File: src/rtl/btn_pkg.sv
// Shared types and constants for the multi-channel push-button front end.
// Latency: n/a (declarations only).
// Backpressure: n/a.
//
// Contents: debounce FSM state type with explicit encodings, counter
// wrap/saturate mode selectors.
package btn_pkg;

    // Debounce FSM encodings
    localparam logic [1:0] ENC_REL    = 2'd0;
    localparam logic [1:0] ENC_WAIT_P = 2'd1;
    localparam logic [1:0] ENC_PRS    = 2'd2;
    localparam logic [1:0] ENC_WAIT_R = 2'd3;

    typedef enum logic [1:0] {
        REL    = ENC_REL,     // released, idle
        WAIT_P = ENC_WAIT_P,  // candidate press, counting stable highs
        PRS    = ENC_PRS,     // pressed
        WAIT_R = ENC_WAIT_R   // candidate release, counting stable lows
    } deb_state_t;

    // Counter overflow behaviour, selected by the SAT parameter
    localparam int CNT_WRAP = 0;
    localparam int CNT_SAT  = 1;

endpackage

File: src/rtl/btn_debounce_ch.sv
// One button channel: 2-FF synchroniser, debounce FSM, press pulse, level.
// Latency: stable input change -> press/level update DEB_CYCLES+2 edges later.
// Backpressure: none; press is a fire-and-forget one-cycle pulse.
//
// Ports: clk (rising edge), rs (sync active-low reset), btn_raw (async
// button), level (debounced level), press (one-cycle pulse per accepted
// press, and per auto-repeat when AUTO_REPEAT_EN is defined).
// Build option: AUTO_REPEAT_EN adds the hold/repeat counter.
module btn_debounce_ch
    import btn_pkg::*;
#(
    parameter int DEB_CYCLES  = 16,
    parameter int HOLD_CYCLES = 1000,
    parameter int REP_CYCLES  = 250
) (
    input  logic clk,
    input  logic rs,
    input  logic btn_raw,
    output logic level,
    output logic press
);

    // The counter only ever holds 0..DEB_CYCLES-1: the sample that would
    // reach DEB_CYCLES is the one that triggers the state change.
    localparam int DW = $clog2(DEB_CYCLES);
    localparam logic [DW-1:0] DEB_LAST = DW'(DEB_CYCLES - 1);
    localparam logic [DW-1:0] DEB_ONE  = DW'(1);

    logic           sync1_q, sync1_d;
    logic           sync2_q, sync2_d;
    deb_state_t     state_q, state_d;
    logic [DW-1:0]  deb_cnt_q, deb_cnt_d;
    logic           level_q, level_d;
    logic           press_q, press_d;
    logic           rep_press;

    assign sync1_d = btn_raw;
    assign sync2_d = sync1_q;

`ifdef AUTO_REPEAT_EN
    localparam int HMAX = (HOLD_CYCLES > REP_CYCLES) ? HOLD_CYCLES : REP_CYCLES;
    localparam int HW   = $clog2(HMAX + 1);

    logic [HW-1:0] hold_cnt_q, hold_cnt_d;
    logic          rep_q, rep_d;      // 0: waiting for first repeat, 1: repeating
    logic [HW-1:0] hold_nxt;

    // Counts cycles spent in PRS with the button still held; any exit
    // from PRS (or re-entry from WAIT_R) starts the HOLD phase over.
    always_comb begin
        hold_cnt_d = '0;
        rep_d      = 1'b0;
        rep_press  = 1'b0;
        hold_nxt   = hold_cnt_q + HW'(1);
        if (state_q == PRS && sync2_q) begin
            rep_d      = rep_q;
            hold_cnt_d = hold_nxt;
            if (!rep_q && hold_nxt == HW'(HOLD_CYCLES)) begin
                rep_press  = 1'b1;
                rep_d      = 1'b1;
                hold_cnt_d = '0;
            end else if (rep_q && hold_nxt == HW'(REP_CYCLES)) begin
                rep_press  = 1'b1;
                hold_cnt_d = '0;
            end
        end
    end

    always_ff @(posedge clk) begin
        if (!rs) begin
            hold_cnt_q <= '0;
            rep_q      <= 1'b0;
        end else begin
            hold_cnt_q <= hold_cnt_d;
            rep_q      <= rep_d;
        end
    end
`else
    localparam int unused_hold_rep = HOLD_CYCLES + REP_CYCLES;
    assign rep_press = 1'b0;
`endif

    always_comb begin
        state_d   = state_q;
        deb_cnt_d = deb_cnt_q;
        level_d   = level_q;
        press_d   = 1'b0;
        case (state_q)
            REL: begin
                if (sync2_q) begin
                    state_d   = WAIT_P;
                    deb_cnt_d = DEB_ONE;
                end
            end
            WAIT_P: begin
                if (sync2_q) begin
                    if (deb_cnt_q == DEB_LAST) begin
                        state_d   = PRS;
                        deb_cnt_d = '0;
                        level_d   = 1'b1;
                        press_d   = 1'b1;
                    end else begin
                        deb_cnt_d = deb_cnt_q + DEB_ONE;
                    end
                end else begin
                    state_d   = REL;
                    deb_cnt_d = '0;
                end
            end
            PRS: begin
                if (!sync2_q) begin
                    state_d   = WAIT_R;
                    deb_cnt_d = DEB_ONE;
                end else begin
                    press_d   = rep_press;
                end
            end
            WAIT_R: begin
                if (!sync2_q) begin
                    if (deb_cnt_q == DEB_LAST) begin
                        state_d   = REL;
                        deb_cnt_d = '0;
                        level_d   = 1'b0;
                    end else begin
                        deb_cnt_d = deb_cnt_q + DEB_ONE;
                    end
                end else begin
                    // bounce back: still pressed, no new pulse
                    state_d   = PRS;
                    deb_cnt_d = '0;
                end
            end
            default: begin
                state_d   = REL;
                deb_cnt_d = '0;
            end
        endcase
    end

    always_ff @(posedge clk) begin
        if (!rs) begin
            sync1_q   <= 1'b0;
            sync2_q   <= 1'b0;
            state_q   <= REL;
            deb_cnt_q <= '0;
            level_q   <= 1'b0;
            press_q   <= 1'b0;
        end else begin
            sync1_q   <= sync1_d;
            sync2_q   <= sync2_d;
            state_q   <= state_d;
            deb_cnt_q <= deb_cnt_d;
            level_q   <= level_d;
            press_q   <= press_d;
        end
    end

    assign level = level_q;
    assign press = press_q;

endmodule

File: src/rtl/btn_multi.sv
// Multi-channel push-button front end with per-channel press counters.
// Latency: stable press -> press pulse DEB_CYCLES+2 edges, counter +1 edge later.
// Backpressure: none; every accepted press is counted unless clr collides.
//
// Ports: clk, rs (sync active-low reset), btn[CH] raw buttons,
// clr[CH] per-channel counter clear, level[CH] debounced levels,
// press[CH] press pulses, q[CH*WIDTH] counters (channel i at q[i*WIDTH +: WIDTH]).
// Build option: AUTO_REPEAT_EN enables hold-to-repeat in every channel.
module btn_multi
    import btn_pkg::*;
#(
    parameter int CH          = 4,
    parameter int WIDTH       = 8,
    parameter int DEB_CYCLES  = 16,
    parameter int SAT         = 0,
    parameter int HOLD_CYCLES = 1000,
    parameter int REP_CYCLES  = 250
) (
    input  logic                clk,
    input  logic                rs,
    input  logic [CH-1:0]       btn,
    input  logic [CH-1:0]       clr,
    output logic [CH-1:0]       level,
    output logic [CH-1:0]       press,
    output logic [CH*WIDTH-1:0] q
);

    for (genvar i = 0; i < CH; i++) begin : g_ch
        logic [WIDTH-1:0] cnt_q, cnt_d;

        btn_debounce_ch #(
            .DEB_CYCLES  (DEB_CYCLES),
            .HOLD_CYCLES (HOLD_CYCLES),
            .REP_CYCLES  (REP_CYCLES)
        ) u_deb (
            .clk     (clk),
            .rs      (rs),
            .btn_raw (btn[i]),
            .level   (level[i]),
            .press   (press[i])
        );

        // clr wins over a same-cycle press; that press is dropped.
        always_comb begin
            cnt_d = cnt_q;
            if (clr[i]) begin
                cnt_d = '0;
            end else if (press[i]) begin
                if (SAT == CNT_SAT && cnt_q == {WIDTH{1'b1}}) begin
                    cnt_d = cnt_q;
                end else begin
                    cnt_d = cnt_q + WIDTH'(1);
                end
            end
        end

        always_ff @(posedge clk) begin
            if (!rs) begin
                cnt_q <= '0;
            end else begin
                cnt_q <= cnt_d;
            end
        end

        assign q[i*WIDTH +: WIDTH] = cnt_q;
    end

endmodule

File: config.mk
export PLATFORM = sky130hd
export DESIGN_NAME = btn_multi
export DESIGN_NICKNAME = d
export VERILOG_FILES = /design/src/rtl/btn_pkg.sv /design/src/rtl/btn_debounce_ch.sv /design/src/rtl/btn_multi.sv
export SDC_FILE = /design/constraint.sdc
export NUM_CORES = 1
export LEC_CHECK = 0
export ABC_CLOCK_PERIOD_IN_PS = 2100
export BUFFER_PORTS_ARGS = -buffer_cell sky130_fd_sc_hd__buf_2
export CORE_AREA = 2 2 92 94
export DETAILED_ROUTE_END_ITERATION = 10
export DIE_AREA = 0 0 94 96
export PLACE_DENSITY_LB_ADDON = 0.05
export SLEW_MARGIN = 20
export SYNTH_ARGS = -nofsm -noshare
export SYNTH_HDL_FRONTEND = slang
export SYNTH_HIERARCHICAL = 1
export SYNTH_SLANG_ARGS = --single-unit
export TNS_END_PERCENT = 30
File: constraint.sdc
create_clock -name clk -period 2.1 [get_ports clk]
set_input_delay 0.315 -clock clk [delete_from_list [all_inputs] [get_ports clk]]
set_output_delay 0.315 -clock clk [all_outputs]
set_load 0.05 [all_outputs]
# Yosys cells after proc, flatten, opt, wreduce, memory -nomap -nowiden
# Cells that the tools add are included.
dict set report word_totals {
  output_inout_bits 40
  ff_bits 72
  in_bits 10
}
dict set report op_classes {
  mux 76
  n_eq_ne 48
  n_addsub 8
  n_bitwise 1
  reduce_logical 28
}
# op count
set ops {}
lappend ops {{$mux W4} 20}
lappend ops {{$pmux W4 S4} 4}
lappend ops {{$mux W2} 24}
lappend ops {{$add A8 B1 Y8 const B} 4}
lappend ops {{$ne A2 B1 Y1 const B} 16}
lappend ops {{$pmux W2 S4} 4}
lappend ops {{$mux W1} 20}
lappend ops {{$reduce_and A5 Y1} 4}
lappend ops {{$add A4 B1 Y4 const B} 4}
lappend ops {{$eq A2 B2 Y1 const B} 8}
lappend ops {{$eq A4 B4 Y1 const B} 4}
lappend ops {{$ne A2 B2 Y1 const B} 8}
lappend ops {{$reduce_and A4 Y1} 4}
lappend ops {{$ne A3 B1 Y1 const B} 4}
lappend ops {{$ne A3 B3 Y1 const B} 4}
lappend ops {{$reduce_and A3 Y1} 4}
lappend ops {{$eq A2 B1 Y1 const B} 4}
lappend ops {{$logic_not A2 Y1} 4}
lappend ops {{$pmux W1 S2} 4}
lappend ops {{$reduce_and A2 Y1} 4}
lappend ops {{$reduce_bool A2 Y1} 4}
lappend ops {{$reduce_or A2 Y1} 4}
lappend ops {{$not A1 Y1} 1}

# Logic depth before layout (Yosys ltp)
# Gate-level depths: netlist of the first run.
dict set report depth {
  ltp_word 4
  ltp_mapped 4
  ltp_nobuf 4
}

# Modules after synthesis
# Netlist of the first run, hierarchy kept.
# mod seq_area_each_um2 instances area_per_inst_um2 cells_each
set by_module_without_submodules {}
lappend by_module_without_submodules {btn_debounce_ch 200.2 4 427.9 43}
lappend by_module_without_submodules {btn_multi 640.6 1 1390.1 152}

# Worst setup path after synthesis of the first run
# No wires, ideal clock.
dict set report synth_path {
  kind {reg2reg}
  start {register g_ch[0].cnt_q[0]}
  end {register g_ch[0].cnt_q[6]}
  arrival_ps 1513
  required_ps 2030
  path_stages_with_launch 5
  n_path_buf 0
  path_slack_ps 517
  synth_period_minus_slack_ps 1583
  path_cell_list {dfxtp_1 -> ha_1 -> nand3_1 -> or3_1 -> a21oi_1}
}
dict set report synth_between {
  elab_chain_len 1
}
# element line_no
set synth_lines {}
lappend synth_lines {{start, declared} btn_multi.sv:29} ;# logic [WIDTH-1:0] cnt_q, cnt_d;
lappend synth_lines {{start signal, assigned} btn_multi.sv:61} ;# cnt_q <= cnt_d;
lappend synth_lines {{$add A8 B1 Y8} btn_multi.sv:52} ;# cnt_d = cnt_q + WIDTH'(1);
# Every way passes these cells.
# A chain may end at the register's enable or synchronous reset.

# Worst setup path after layout of the first run
dict set report layout_path {
  start {register g_ch[1].u_deb.press_q}
  end {output port press[1]}
}
# element line_no
set layout_lines {}
lappend layout_lines {{start, declared} btn_debounce_ch.sv:34} ;# logic press_q, press_d;
lappend layout_lines {{start signal, assigned} btn_debounce_ch.sv:154} ;# press_q <= press_d;
lappend layout_lines {{end, declared} btn_multi.sv:24} ;# output logic [CH-1:0] press,
# No word-level cell between the ends.

==> results.json, run 1 <==
{
  "status": "complete, no violations",
  "ctsResizeCount": 0,
  "cts_buffers": 9,
  "worst_pin_slew_ns": 0.535,
  "syn_to_final_growth_pct": 16.1,
  "grt_pass1_wl_mm": 9.40,
  "hold_depth": 2,
  "setup_tns_ns": 0,
  "cp_slowest_stage_delay_ns": 0.52,
  "cp_slowest_cell": "dfxtp_1",
  "finalHoldViolCount": 0,
  "yosysUniqueCellTypes": 29,
  "grt_setup_unrepaired": "no",
  "min_to": "g_ch[1].u_deb/sync1_q",
  "synth_top_area_share_pct": 46.5,
  "post_cts_buffers": 0,
  "critPathKind": "flop to output port",
  "nets": 388,
  "syn_nets": 342,
  "routed_via_density": 5.00,
  "rows": 33,
  "hold_path.class": "input pin to flop",
  "grt_pass1_vias": 2083,
  "syn_area_per_cell_um2": 9.57,
  "avgRoutedWirePerCell_um": 11.5,
  "worst-path-buf-inv": 1,
  "synth-simple-area-share_pct": 25.9,
  "holdCritStartpoint": "btn[1]",
  "fin_skew_ns": 0.0114,
  "crit_fanout": 7,
  "worst-endpoint-required_ns": 1.78,
  "yosys.area.top_type": "dfxtp_1",
  "p_sw_share_pct": 23.0,
  "setup_viol": 0,
  "netlist_area_um2": 3100,
  "mostFrequentLayoutCell": "dfxtp_1",
  "gr-usage-met1_pct": 17.8,
  "cts.reportedPaths.clkPinSlew_ns": 0.07,
  "cts_tree": "done",
  "p_switching_uw": 598,
  "p_leak_uw": 0.00144,
  "synthCells": 324,
  "synth-xor-area-share_pct": 7.75,
  "drt-initial-drc-count": 71,
  "synth_fa_ha_area_share_pct": 3.23,
  "clkPwrFrac_pct": 40.3,
  "synth_top_family_by_area": "simple AND/OR/NAND/NOR gates",
  "cts-root-buf": "clkbuf_8",
  "drc": 0,
  "ys_warn_count": 6,
  "cp-start-kind": "flop",
  "grtUsageMet3_pct": 3.05,
  "cp_cell_sequence": "buf_2",
  "comb_power_share_pct": 5.4,
  "io_buffers": 49,
  "p_seq_share_pct": 54.3,
  "start_util_pct": 38.5,
  "synth_mux_area_share_pct": 2.58,
  "end_kind": "output port",
  "n_antenna_cell": 0,
  "ys_seq_area_share_pct": 46.5,
  "power.density_nw_per_um2": 723,
  "antenna_left": 0,
  "fin_crit_sh_pct": 71.5,
  "synth_compound_area_share_pct": 11.5,
  "drive_gt1_share_pct": 20.6,
  "dieArea_um2": 9020,
  "cp_top_family": "flip-flops",
  "overflow": 0,
  "total_power_uw": 2600,
  "finalMaxSlewViolations": 0,
  "cts.path.max_buffers": 2,
  "hpwl_mm": 3.88,
  "antenna_found_initial": 0,
  "core_um2": 8050,
  "peakVddDrop_v": 0.000262,
  "synthTopCellsByArea": "dfxtp_1 46%, xor2_1 4.5%, a21oi_1 3.2%, ha_1 3.2%, nand2b_1 3.2%",
  "clk_latency_ns": 0.34,
  "reg2reg_to": "g_ch[1].cnt_q[6]",
  "final_cell_mix": "72 x dfxtp_1, 49 x buf_2, 24 x nor2_1",
  "gr-usage-met2_pct": 18.9,
  "die_h_um": 96,
  "htreeDepth": 3,
  "pin_count": 50,
  "grt_start_max_net_pins": 34,
  "max_slew_margin_pct": 64.3,
  "grtUsageTotal_pct": 13.1,
  "wl_mm": 5.52,
  "synth-seq-cells": 72,
  "arrival_ns": 1.19,
  "r2r_start": "g_ch[1].cnt_q[0]",
  "r2r_cells": 4,
  "fin_crit_ns": 1.50,
  "maxCapViolCount": 0,
  "cts_hold_buf": 0,
  "routed-via-count": 2396,
  "r2r_setup_slack_ns": 0.77,
  "p_int_uw": 2010,
  "dr.pass1.iters": 4,
  "place_congestion": 0.708,
  "fp.dieW_um": 94,
  "fmax_mhz": 666,
  "clkSinkCount": 72,
  "grt.busiest_layer": "met2"
}
-- how the worst max path moves through the flow --
stage,cells past startpoint,slack [ns],to,startpoint
after floorplan,4,0.52,g_ch[0].cnt_q[6],g_ch[0].cnt_q[0]
after global placement,4,0.73,g_ch[3].u_deb/deb_cnt_q[3],rs
after detailed placement,4,0.70,g_ch[3].u_deb/deb_cnt_q[3],rs
after CTS,1,0.56,press[1],g_ch[1].u_deb/press
after global routing,1,0.53,press[1],g_ch[1].u_deb/press
final,1,0.60,press[1],g_ch[1].u_deb/press
-- routing by layer --
layer | share of wire [%] | routed length (um)
met2 | 43 | 2390
met1 | 51 | 2820
met4 | 1.8 | 99
met5 | 0 | 0
met3 | 3.8 | 211
-- sequential cells by signal (all words and copies together), names as in the netlist, named ones only --
| name | flops |
|---|---|
| g_ch.cnt_q | 32 |
| g_ch.u_deb/deb_cnt_q | 16 |
| g_ch.u_deb/level | 4 |
| g_ch.u_deb/press | 4 |
| g_ch.u_deb/state_q | 4 |
| g_ch.u_deb/sync1_q | 4 |
| g_ch.u_deb/sync2_q | 4 |
-- metrics by stage --
| stage | setup slack (ns) | hold WS [ns] | utilization (%) | area [um2] | instances |
|---|---|---|---|---|---|
| finish | 0.599 | 0.190 | 44.7 | 3600 | 479 |
| global route | 0.526 | 0.165 | 44.7 | 3600 | 479 |
| CTS | 0.562 | 0.169 | 44.7 | 3600 | 479 |
| detailed placement | 0.697 | 0.419 | 42.4 | 3410 | 464 |
| global placement | 0.727 | 0.416 | 42.4 | 3410 | 464 |
| floorplan | 0.517 | 0.412 | - | 3100 | 324 |
-- area by class of cell --
type / count / area, um2
clock buffers: 11 / 141
clock inverters: 4 / 45.0
fillers: 823 / 4450
multi-input cells: 236 / 1580
flip-flops and latches: 72 / 1440
well taps: 105 / 131
repair buffers: 51 / 260
-- synth_stat cells, drive strengths merged --
cell / count
mux2i: 8
o21ai: 20
o22ai: 4
ha: 8
nand3b: 4
and2: 8
o211ai: 4
clkbuf: 8
nand2b: 16
a21boi: 8
and4: 4
xor2: 20
nand3: 20
a21oi: 20
dfxtp: 72
nor2: 24
or3b: 4
or3: 12
xnor2: 4
nand4: 20
buf: 8
and3: 4
a32o: 4
nand2: 16
and4b: 4
-- logic make-up (layout without fill, tap and decap cells) --
group / count (synthesis) / in the layout
buffers and inverters: 16 / 66
multiplexers: 8 / 8
AO/OA/AOI/OAI: 60 / 60
XOR/XNOR: 24 / 24
adder cells (fa/ha/maj): 8 / 8
flip-flops: 72 / 72
AND/OR/NAND/NOR: 136 / 136
-- power by group through the flow --
stage | sequential (uW) | combinational [uW] | clock [uW]
2_1_floorplan | 1480 | 64.6 | 0
3_5_place_dp | 1450 | 143 | 0
6_report | 1410 | 140 | 1050
3_3_place_gp | 1450 | 142 | 0
5_1_grt | 1420 | 153 | 1160
4_1_cts | 1410 | 143 | 1100
Note: power is estimated with default switching activity, not from simulation.
==> run 2, diff against run 1 <==
- ABC_CLOCK_PERIOD_IN_PS: 2100 -> 1300
- clock period: 2.1 -> 1.3 ns (I/O delays scaled with it)
==> results.json, run 2 (synthesis results as in run 1) <==
{
  "cts-root-buf": "clkbuf_8",
  "p_leak_uw": 0.00144,
  "fin_skew_ns": 0.0128,
  "p_int_uw": 3050,
  "fp.dieW_um": 94,
  "largest_reg_flops": 32,
  "hold_path.class": "input pin to flop",
  "routed-via-count": 2367,
  "cp_cell_sequence": "buf_2",
  "cts.path.max_buffers": 2,
  "fin_crit_sh_pct": 95.7,
  "hpwl_mm": 3.79,
  "place_congestion": 0.755,
  "setup_tns_ns": 0,
  "wl_mm": 5.50,
  "final_cell_mix": "49 x buf_2, 47 x dfxtp_1, 24 x nor2_1",
  "cp-start-kind": "flop",
  "fin_crit_ns": 1.24,
  "arrival_ns": 1.05,
  "finalMaxSlewViolations": 0,
  "peakVddDrop_v": 0.000612,
  "p_switching_uw": 941,
  "finish.utilization_pct": 45.6,
  "clkSinkCount": 72,
  "grtUsageTotal_pct": 12.9,
  "start_util_pct": 38.5,
  "dpl_cell_area_um2": 3470,
  "end_kind": "output port",
  "r2r_cells": 3,
  "worst-path-buf-inv": 1,
  "cp_top_family": "flip-flops",
  "cp_slowest_cell": "dfxtp_2",
  "io_buffers": 49,
  "r2r_start": "g_ch[3].u_deb/sync2_q",
  "setup_viol": 0,
  "startpoint": "g_ch[1].u_deb/press",
  "finalHoldViolCount": 0,
  "top_regs": "g_ch.cnt_q x32, g_ch.u_deb/deb_cnt_q x16",
  "rows": 33,
  "post_cts_buffers": 0,
  "grt_pass1_vias": 2080,
  "die_h_um": 96,
  "nets": 387,
  "dr.pass1.iters": 6,
  "crit_fanout": 7,
  "syn_to_final_growth_pct": 18.3,
  "status": "complete, no violations",
  "path_depth": 1,
  "worst-endpoint-required_ns": 1.11,
  "n_antenna_cell": 0,
  "core_um2": 8050,
  "drt-initial-drc-count": 84,
  "cts.reportedPaths.clkPinSlew_ns": 0.07,
  "grt_start_max_net_pins": 53,
  "drive_gt1_share_pct": 26.5,
  "htreeDepth": 3,
  "maxCapViolCount": 0,
  "overflow": 0,
  "cts_hold_buf": 0,
  "clk_latency_ns": 0.34,
  "top_register": "g_ch.cnt_q",
  "mostFrequentLayoutCell": "buf_2",
  "dieArea_um2": 9020,
  "clkPwrFrac_pct": 37.4,
  "routed_via_density": 4.94,
  "cp_slowest_stage_delay_ns": 0.41,
  "pin_count": 50,
  "grt_pass1_wl_mm": 9.27,
  "cts_tree": "done",
  "fin_area_um2": 3670,
  "grt_setup_unrepaired": "no",
  "p_sw_share_pct": 23.6,
  "r2r_setup_slack_ns": 0.07,
  "cts_buffers": 9,
  "p_seq_share_pct": 56.8,
  "fmax_mhz": 804,
  "antenna_found_initial": 0,
  "reg2reg_to": "g_ch[3].u_deb/deb_cnt_q[2]",
  "critPathKind": "flop to output port",
  "worst_pin_slew_ns": 0.353,
  "antenna_left": 0,
  "power.density_nw_per_um2": 1090,
  "endpoint": "press[1]",
  "avgRoutedWirePerCell_um": 11.5,
  "drc": 0,
  "comb_power_share_pct": 5.8,
  "max_slew_margin_pct": 76.4
}
[run 2: per-layer routing]
layer | GRT usage, % | up-vias | part of all wire [%]
met5 | 0 | - | 0
met4 | 5.80 | 0 | 0.78
met3 | 4.07 | 4 | 3.7
met2 | 20.2 | 33 | 46
met1 | 16.3 | 1076 | 49
li1 | - | 1254 | -
[run 2: how the worst min path moves through the flow]
stage	start	end	cells after the start
5_1_grt	btn[2]	g_ch[2].u_deb/sync1_q	2
3_5_place_dp	btn[0]	g_ch[0].u_deb/sync1_q	2
4_1_cts	btn[0]	g_ch[0].u_deb/sync1_q	2
6_report	btn[0]	g_ch[0].u_deb/sync1_q	2
3_3_place_gp	btn[2]	g_ch[2].u_deb/sync1_q	2
2_1_floorplan	btn[0]	g_ch[0].u_deb/sync1_q	1
[run 2: area by class of cell]
class | instances | area [um2]
flip-flops and latches | 72 | 1500
repair buffers | 50 | 265
well taps | 105 | 131
multi-input cells | 236 | 1620
fillers | 774 | 4380
clock buffers | 15 | 156
clock inverters | 1 | 5.00
[run 2: what timing repair did]
item | 4_1_cts | 5_1_grt
hold endpoints to repair | 0 | 0
setup endpoints to repair | 0 | 5
gates resized for setup | 0 | 5
[run 2: per-stage QoR]
| stage | hold WS, ns | std cells | total power, uW | worst slack [ns] |
|---|---|---|---|---|
| after global routing | 0.0420 | 479 | 4200 | 0.00212 |
| after floorplan | 0.322 | 324 | 2480 | -0.0316 |
| after CTS | 0.0373 | 479 | 4080 | 0.0212 |
| final | 0.0579 | 479 | 3990 | 0.0558 |
| after detailed placement | 0.405 | 463 | 2550 | 0.0564 |
| after global placement | 0.402 | 463 | 2550 | 0.0924 |
[run 2: power groups by stage]
stage | registers, uW | logic [uW] | clock network (uW)
after floorplan | 2380 | 104 | 0
after global placement | 2320 | 233 | 0
after detailed placement | 2320 | 234 | 0
after CTS | 2270 | 234 | 1580
after global routing | 2270 | 253 | 1670
final | 2270 | 230 | 1490
==> run 3, diff against run 2 <==
- HOLD_SLACK_MARGIN: not set -> 0.08
==> results.json, run 3 (synthesis results as in run 1) <==
{
  "cp_slowest_cell": "dfxtp_2",
  "p_leak_uw": 0.00145,
  "overflow": 0,
  "pin_count": 50,
  "crit_fanout": 7,
  "drc": 0,
  "finish.utilization_pct": 46.1,
  "cts-root-buf": "clkbuf_8",
  "hold_path.class": "input pin to flop",
  "cts_buffers": 9,
  "largest_reg_flops": 32,
  "die_h_um": 96,
  "drive_gt1_share_pct": 26.2,
  "antenna_found_initial": 0,
  "fin_crit_sh_pct": 95.7,
  "rows": 33,
  "finalMaxSlewViolations": 0,
  "max_slew_margin_pct": 76.4,
  "setup_viol": 0,
  "htreeDepth": 3,
  "top_regs": "g_ch.cnt_q x32, g_ch.u_deb/deb_cnt_q x16",
  "worst-endpoint-required_ns": 1.11,
  "dr.pass1.iters": 6,
  "mostFrequentLayoutCell": "buf_2",
  "clk_latency_ns": 0.34,
  "cts.reportedPaths.clkPinSlew_ns": 0.08,
  "hpwl_mm": 3.79,
  "cp_cell_sequence": "buf_2",
  "cp-start-kind": "flop",
  "io_buffers": 49,
  "maxCapViolCount": 0,
  "fillers": 771,
  "grtUsageTotal_pct": 12.9,
  "routed_via_density": 4.93,
  "status": "complete, no violations",
  "fp.dieW_um": 94,
  "finalHoldViolCount": 0,
  "wl_mm": 5.52,
  "grt_pass1_wl_mm": 9.29,
  "peakVddDrop_v": 0.000613,
  "holdWs_ns": 0.285,
  "seq_area_um2": 1500,
  "fin_skew_ns": 0.0128,
  "start_util_pct": 38.5,
  "worst-path-buf-inv": 1,
  "clkSinkCount": 72,
  "arrival_ns": 1.05,
  "dpl_cell_area_um2": 3470,
  "fin_area_um2": 3710,
  "fmax_mhz": 804,
  "cts.path.max_buffers": 2,
  "nets": 391,
  "grt_pass1_vias": 2085,
  "worst_pin_slew_ns": 0.353,
  "cp_top_family": "flip-flops",
  "grt_start_max_net_pins": 53,
  "fin_crit_ns": 1.24,
  "place_congestion": 0.755,
  "avgRoutedWirePerCell_um": 11.4,
  "dieArea_um2": 9020,
  "top_register": "g_ch.cnt_q",
  "grt_setup_unrepaired": "no",
  "critPathKind": "flop to output port",
  "antenna_left": 0,
  "power.density_nw_per_um2": 1080,
  "drt-initial-drc-count": 99,
  "cts_tree": "done",
  "syn_to_final_growth_pct": 19.6,
  "cp_slowest_stage_delay_ns": 0.41,
  "core_um2": 8050,
  "setup_tns_ns": 0,
  "end_kind": "output port",
  "multi_input_area_um2": 1620,
  "final_cell_mix": "49 x buf_2, 47 x dfxtp_1, 24 x nor2_1",
  "routed-via-count": 2380,
  "n_antenna_cell": 0
}
## run 3: changes by cell type in the layout (fill, tap and decap cells not counted)
cell           before  now
dlygate4sd3_1       0    4
## run 3: cell type report
class / count / share of cell area [%]
clock buffer: 15 / 4.22
clock inverter: 1 / 0.135
multi-input combinational: 236 / 43.6
sequential: 72 / 40.3
tap: 105 / 3.54
timing repair buffer: 54 / 8.23
## run 3: final timing paths
kind | start | to | slack (ns) | depth (start not counted)
worst max register to register | g_ch[3].u_deb/sync2_q | g_ch[3].u_deb/deb_cnt_q[2] | 0.07 | 3
worst min register to register | g_ch[2].u_deb/sync1_q | g_ch[2].u_deb/sync2_q | 0.43 | 1
worst max-delay path | g_ch[1].u_deb/press | press[1] | 0.06 | 1
worst min-delay path | clr[2] | g_ch[2].cnt_q[0] | 0.28 | 3
## run 3: where the power goes
group	total, uW	switching (uW)	leakage, uW	internal, uW
Sequential	2270	39.9	0.000598	2230
Combinational	239	154	0.000772	84.7
Clock	1490	748	0.0000817	747
Total	4000	942	0.00145	3060
## run 3: through the flow
stage | instances | total power (uW) | worst slack (ns)
after floorplan | 324 | 2480 | -0.0316
after global placement | 463 | 2550 | 0.0924
final | 483 | 4000 | 0.0557
after detailed placement | 463 | 2550 | 0.0564
after global routing | 483 | 4210 | 0.00212
after CTS | 483 | 4090 | 0.0212
## run 3: layer usage
metal  track usage (%)  up-vias  part of all wire (%)
met5                 0        -                     0
met4              5.80        0                  0.78
met3              4.07        4                   3.7
met2              20.3       33                    46
met1              16.3     1081                    50
li1                  -     1262                     -
## run 3: timing repair
| action | in CTS | in global routing |
|---|---|---|
| resized for setup | 0 | 5 |
| setup endpoints to repair | 0 | 5 |
| setup buffers | 0 | 0 |
| endpoints found under the hold margin | 4 | 0 |
| hold buffers | 4 | 0 |
